## config.mk

```make
export PLATFORM = sky130hd
export DESIGN_NAME = shift_reg_ctrl
export DESIGN_NICKNAME = d
export VERILOG_FILES = /design/src/rtl/shift_reg_ctrl_pkg.sv /design/src/rtl/shift_reg_ctrl_cnt.sv /design/src/rtl/shift_reg_ctrl.sv
export SDC_FILE = /design/constraint.sdc
export NUM_CORES = 1
export LEC_CHECK = 0
export CORE_MARGIN = 1
export CORE_UTILIZATION = 22
export CTS_CLUSTER_SIZE = 28
export DETAILED_ROUTE_END_ITERATION = 7
export HOLD_SLACK_MARGIN = 0.12
export PLACE_DENSITY = 0.84
export SETUP_SLACK_MARGIN = 0.05
export SLEW_MARGIN = 20
export SYNTH_ARGS = -nofsm -noshare
export SYNTH_HDL_FRONTEND = slang
export SYNTH_HIERARCHICAL = 1
export SYNTH_SLANG_ARGS = --single-unit
```

## constraint.sdc

```tcl
create_clock -name clk -period 1.5 [get_ports clk]
set_clock_uncertainty 0.05 [all_clocks]
set_input_delay 0.3 -clock clk [delete_from_list [all_inputs] [get_ports clk]]
set_output_delay 0.3 -clock clk [all_outputs]
set_load 0.005 [all_outputs]
```

## src/rtl/shift_reg_ctrl_pkg.sv

```systemverilog
// -----------------------------------------------------------------------------
// shift_reg_ctrl_pkg
//
// Shared definitions for the shift register controller slice.
//
// Contents:
//   DEFAULT_WIDTH - default word width in bits for the controller and counter
//   state_t       - controller FSM state encoding (IDLE, SHIFT, DONE)
// -----------------------------------------------------------------------------
package shift_reg_ctrl_pkg;

    // Default word width used by every module of the slice.
    localparam int DEFAULT_WIDTH = 32;

    // IDLE  : waiting for a transmit word, external register tracks tx_data
    // SHIFT : one bit leaves on ser_out and one enters from ser_in per edge
    // DONE  : received word presented on rx_data until the consumer takes it
    typedef enum logic [1:0] {
        IDLE  = 2'd0,
        SHIFT = 2'd1,
        DONE  = 2'd2
    } state_t;

endpackage : shift_reg_ctrl_pkg

```

## src/rtl/shift_reg_ctrl_cnt.sv

```systemverilog
// -----------------------------------------------------------------------------
// shift_reg_ctrl_cnt
//
// Shift counter for shift_reg_ctrl. Counts shift edges within one word and
// flags the last one. The count is $clog2(WIDTH) bits wide, so for a power-of-
// two WIDTH it would wrap one edge after the terminal count; the controller
// always leaves SHIFT on the terminal-count edge, so the wrap is never seen.
//
// Parameters:
//   WIDTH  - word width in bits (>= 2)
//
// Ports:
//   clk    in   clock, rising edge active
//   rst_n  in   asynchronous active-low reset, clears the count
//   clear  in   synchronous clear to 0 (word accepted)
//   inc    in   increment by one (one shift edge)
//   tc     out  terminal count: count equals WIDTH-1
// -----------------------------------------------------------------------------
module shift_reg_ctrl_cnt
    import shift_reg_ctrl_pkg::*;
#(
    parameter int WIDTH = DEFAULT_WIDTH
) (
    input  logic clk,
    input  logic rst_n,
    input  logic clear,
    input  logic inc,
    output logic tc
);

    localparam int CNT_W = $clog2(WIDTH);
    localparam logic [CNT_W-1:0] LAST = CNT_W'(WIDTH - 1);
    localparam logic [CNT_W-1:0] ONE  = CNT_W'(1);

    logic [CNT_W-1:0] count;

    // Count register: clear has priority so an accept always restarts at 0.
    always_ff @(posedge clk or negedge rst_n) begin
        if (!rst_n) begin
            count <= '0;
        end else if (clear) begin
            count <= '0;
        end else if (inc) begin
            count <= count + ONE;
        end
    end

    // Terminal count marks the final shift edge of the word.
    always_comb begin
        tc = (count == LAST);
    end

endmodule : shift_reg_ctrl_cnt

```

## src/rtl/shift_reg_ctrl.sv

```systemverilog
// -----------------------------------------------------------------------------
// shift_reg_ctrl
//
// Controller for an external parallel/serial ShiftReg. A transmit word is
// parallel-loaded into the ShiftReg, shifted out on ser_out (MSB first) for
// exactly WIDTH edges while ser_in is shifted into the LSB, and the resulting
// contents are then offered as the received word. The register is held by
// reloading its own contents while the received word waits.
//
// Configuration macro:
//   SHIFT_REG_CTRL_LSB_FIRST_EN - when defined, the transmit word is bit-
//     reversed on load and the received word is bit-reversed on output,
//     giving LSB-first transmission and reception. The DONE hold path is
//     never reversed.
//
// Parameters:
//   WIDTH       - word width in bits (>= 2)
//
// Ports:
//   clk         in   clock, rising edge active
//   rst_n       in   asynchronous active-low reset
//   tx_valid    in   transmit word offered
//   tx_ready    out  controller accepts a transmit word (IDLE, out of reset)
//   tx_data     in   transmit word
//   rx_valid    out  received word available (DONE)
//   rx_ready    in   consumer takes the received word
//   rx_data     out  received word (0 outside DONE)
//   ser_in      in   external serial input line
//   ser_out     out  external serial output line
//   ser_frame   out  high while bits are being shifted
//   sr_srl_prl  out  ShiftReg mode: 1 = shift one bit, 0 = parallel load
//   sr_srl_in   out  ShiftReg serial input (enters at the LSB)
//   sr_prl_in   out  ShiftReg parallel load value
//   sr_srl_out  in   ShiftReg MSB
//   sr_prl_out  in   ShiftReg contents
// -----------------------------------------------------------------------------
module shift_reg_ctrl
    import shift_reg_ctrl_pkg::*;
#(
    parameter int WIDTH = DEFAULT_WIDTH
) (
    input  logic             clk,
    input  logic             rst_n,
    input  logic             tx_valid,
    output logic             tx_ready,
    input  logic [WIDTH-1:0] tx_data,
    output logic             rx_valid,
    input  logic             rx_ready,
    output logic [WIDTH-1:0] rx_data,
    input  logic             ser_in,
    output logic             ser_out,
    output logic             ser_frame,
    output logic             sr_srl_prl,
    output logic             sr_srl_in,
    output logic [WIDTH-1:0] sr_prl_in,
    input  logic             sr_srl_out,
    input  logic [WIDTH-1:0] sr_prl_out
);

    state_t state;
    state_t state_next;

    logic cnt_clear;
    logic cnt_inc;
    logic cnt_tc;

    logic [WIDTH-1:0] load_word;
    logic [WIDTH-1:0] recv_word;

    shift_reg_ctrl_cnt #(
        .WIDTH (WIDTH)
    ) u_cnt (
        .clk   (clk),
        .rst_n (rst_n),
        .clear (cnt_clear),
        .inc   (cnt_inc),
        .tc    (cnt_tc)
    );

`ifdef SHIFT_REG_CTRL_LSB_FIRST_EN
    // Reversing on load puts the LSB at the ShiftReg MSB, so it leaves first;
    // reversing on output undoes the order the bits arrived in.
    always_comb begin
        load_word = '0;
        recv_word = '0;
        for (int i = 0; i < WIDTH; i++) begin
            load_word[i] = tx_data[WIDTH-1-i];
            recv_word[i] = sr_prl_out[WIDTH-1-i];
        end
    end
`else
    always_comb begin
        load_word = tx_data;
        recv_word = sr_prl_out;
    end
`endif

    // State register; reset discards any partial or pending word at once.
    always_ff @(posedge clk or negedge rst_n) begin
        if (!rst_n) begin
            state <= IDLE;
        end else begin
            state <= state_next;
        end
    end

    // Next-state and output decode. tx_ready is qualified with rst_n so it
    // stays low while reset is held even though the state already reads IDLE.
    // Outside IDLE the ShiftReg reloads its own contents, which is what keeps
    // rx_data stable in DONE.
    always_comb begin
        state_next = state;
        tx_ready   = 1'b0;
        rx_valid   = 1'b0;
        rx_data    = '0;
        ser_out    = 1'b0;
        ser_frame  = 1'b0;
        sr_srl_prl = 1'b0;
        sr_srl_in  = 1'b0;
        sr_prl_in  = sr_prl_out;
        cnt_clear  = 1'b0;
        cnt_inc    = 1'b0;

        case (state)
            IDLE: begin
                tx_ready  = rst_n;
                sr_prl_in = load_word;
                if (tx_valid && rst_n) begin
                    state_next = SHIFT;
                    cnt_clear  = 1'b1;
                end
            end

            SHIFT: begin
                sr_srl_prl = 1'b1;
                sr_srl_in  = ser_in;
                ser_out    = sr_srl_out;
                ser_frame  = 1'b1;
                cnt_inc    = 1'b1;
                if (cnt_tc) begin
                    state_next = DONE;
                end
            end

            DONE: begin
                rx_valid  = 1'b1;
                rx_data   = recv_word;
                sr_prl_in = sr_prl_out;
                if (rx_ready) begin
                    state_next = IDLE;
                end
            end

            default: begin
                state_next = IDLE;
            end
        endcase
    end

endmodule : shift_reg_ctrl

```

==> out/metrics.csv <==
metric,value,unit
drtAntennaViolNets,0,
grt-ovfl-total,0,
grt_pass1_wl,8.31,mm
rsz0062_at_grt,yes,
io_pins,140,
cp_max_fo,7,
worst_path_largest_cell_delay,0.42,ns
cts_max_level,1,
clkTransAtPathRegs,0.04,ns
drcViolationCount,0,
crit_required,1.15,ns
final_nets,364,
ys_ff_latch,7,
hold_viol,0,
total_power,2.75,mW
cp-start-kind,register,
grt_usage,0.216,
synthesis.nets,178,
irDropWorstVdd,0.000637,V
r2r_slack,-0.18,ns
cpLargestDelayFamily,buffers and inverters,
placed_area,2540,um2
ys_types,24,
p_per_area,837,nW/um2
hold_slack,0.405,ns
placementRows,24,
min_period,1.99,ns
tightest_slew,0.136,ns
post-dp-hpwl,3.45,mm
place_congestion,0.777,
syn_inst,106,
seq_area_frac_synth,0.174,
clk_path_buf_depth,2,
ys_warn_count,6,
synth_area_leader_cell,mux2_1,
dr.pass1.iters,4,
dp_cells,301,
reg2regPathDepth,8,
relSlewSlack,0.907,
antenna_cells,0,
p_leak,1.60,nW
end_kind,output pin,
outcome,"complete, but fails checks",
timing.fmax,504,MHz
insertion_delay,0.23,ns
cp.buffers_inverters,4,
synth_top_area_frac,0.302,
worstPathCellList,"nor2_4, buf_12, buf_12, buf_6, mux2_4, buf_6",
critPathArrivalTime,1.64,ns
cts_root_buf,clkbuf_8,
wl,5.77,mm
initial_core_util,0.229,
grt_pass1_vias,1604,
drt_iter0_drc,43,
setup_slack,-0.485,ns
synth_area,1010,um2
finalSetupViolations,75,
reg2reg_from,state[0]$_DFFE_PN0P_,
setup.worst_path.class,reg2out,
hp-class,in2async,
reg2reg_to,u_cnt/count[3]$_DFFE_PN0P_,
drive_above_1_share,0.670,
slowest_stage,dfrtp_1,
drv_slew,0,
place_ws,-0.417,ns
final_cells,343,
portBuffers,139,
core_region_area,4380,um2
cts_tree,yes,
antenna_found_initial,0,
layout_common_cells,"buf_6, clkdlybuf4s50_1, and2_4",
wl_per_cell,16.8,um
via_per_inst,4.63,
final_common_cell,buf_6,
synth.top_cells.by_area,"mux2_1, and2_1, dfrtp_1",
fp.dieH,69.6,um
syn_avg_cell_area,9.49,um2
finish.utilization,0.751,
dieArea,4850,um2
final_cell_area,3290,um2
tns,-23.49,ns
violations,negative setup slack,
die_x,69.6,um
grt_max_degree,12,
drv_cap,0,
cts.sinks,7,
ctsHoldBuffers,0,
fin_crit_sh,1.32,
cts_buffers,3,
area_delta_synth_final,227,%
vias,1587,
state kept, by name, summed over array words and instances, names as in the netlist:
register / count
state: 2
u_cnt/count: 5
kinds of logic (layout without fill, tap and decap cells):
| family | after synthesis | after routing | share of synthesized area |
|---|---|---|---|
| compound gates | 4 | 4 | 0.0336 |
| xor+xnor | 1 | 1 | 0.00871 |
| fa+ha+maj | 2 | 2 | 0.0249 |
| buf+inv | 10 | 195 | 0.0609 |
| flops | 7 | 7 | 0.174 |
| mux | 35 | 35 | 0.393 |
| simple gates | 47 | 47 | 0.305 |
layer usage:
| layer | wire length, um | part of all wire | track usage |
|---|---|---|---|
| met5 | 0 | 0 | 0 |
| met2 | 3220 | 0.56 | 0.422 |
| met4 | 106 | 0.018 | 0.0733 |
| met3 | 295 | 0.051 | 0.0334 |
| met1 | 2150 | 0.37 | 0.233 |
power breakdown:
part	leakage [nW]	switching (mW)	internal [mW]	total, mW
combinational	1.49	0.693	1.47	2.17
clock	0.0228	0.0808	0.184	0.265
sequential	0.0853	0.0580	0.264	0.322
total	1.60	0.832	1.92	2.75
layout make-up:
class	count	area, um2
inverters	2	7.51
flip-flops and latches	7	175
fillers	304	1090
well taps	52	65.1
clock buffers	4	45.0
repair buffers	189	2010
multi-input cells	89	990
worst max-delay path by stage:
stage                          from       endpoint  depth (start not counted)
6_report       state[0]$_DFFE_PN0P_  sr_prl_in[19]                          6
3_5_place_dp   state[0]$_DFFE_PN0P_   sr_prl_in[2]                          4
3_3_place_gp   state[0]$_DFFE_PN0P_  sr_prl_in[20]                          4
4_1_cts        state[1]$_DFFE_PN0P_  sr_prl_in[12]                          5
5_1_grt        state[0]$_DFFE_PN0P_  sr_prl_in[19]                          6
2_1_floorplan  state[0]$_DFFE_PN0P_  sr_prl_in[10]                          3
Yosys cell counts:
master	n
and2_1	35
mux2_1	27
dfrtp_1	7
mux2_2	5
buf_4	4
nor2_1	4
and3_1	2
clkbuf_1	2
ha_1	2
inv_1	2
mux2i_1	2
nor2b_1	2
a21bo_1	1
a21oi_1	1
a22o_1	1
a32o_1	1
and2b_1	1
buf_2	1
buf_6	1
mux2_4	1
nand3b_1	1
nand4_4	1
nor2_4	1
xnor2_1	1
timing repair:
item | in CTS | in global routing
hold endpoints to repair | 0 | 0
resized for setup | 359 | 70
gates cloned | 4 | 1
endpoints found under the setup margin | 71 | 76
pin swaps | 30 | 4
setup buffers | 32 | 6
Note: power is estimated with default switching activity, not from simulation.
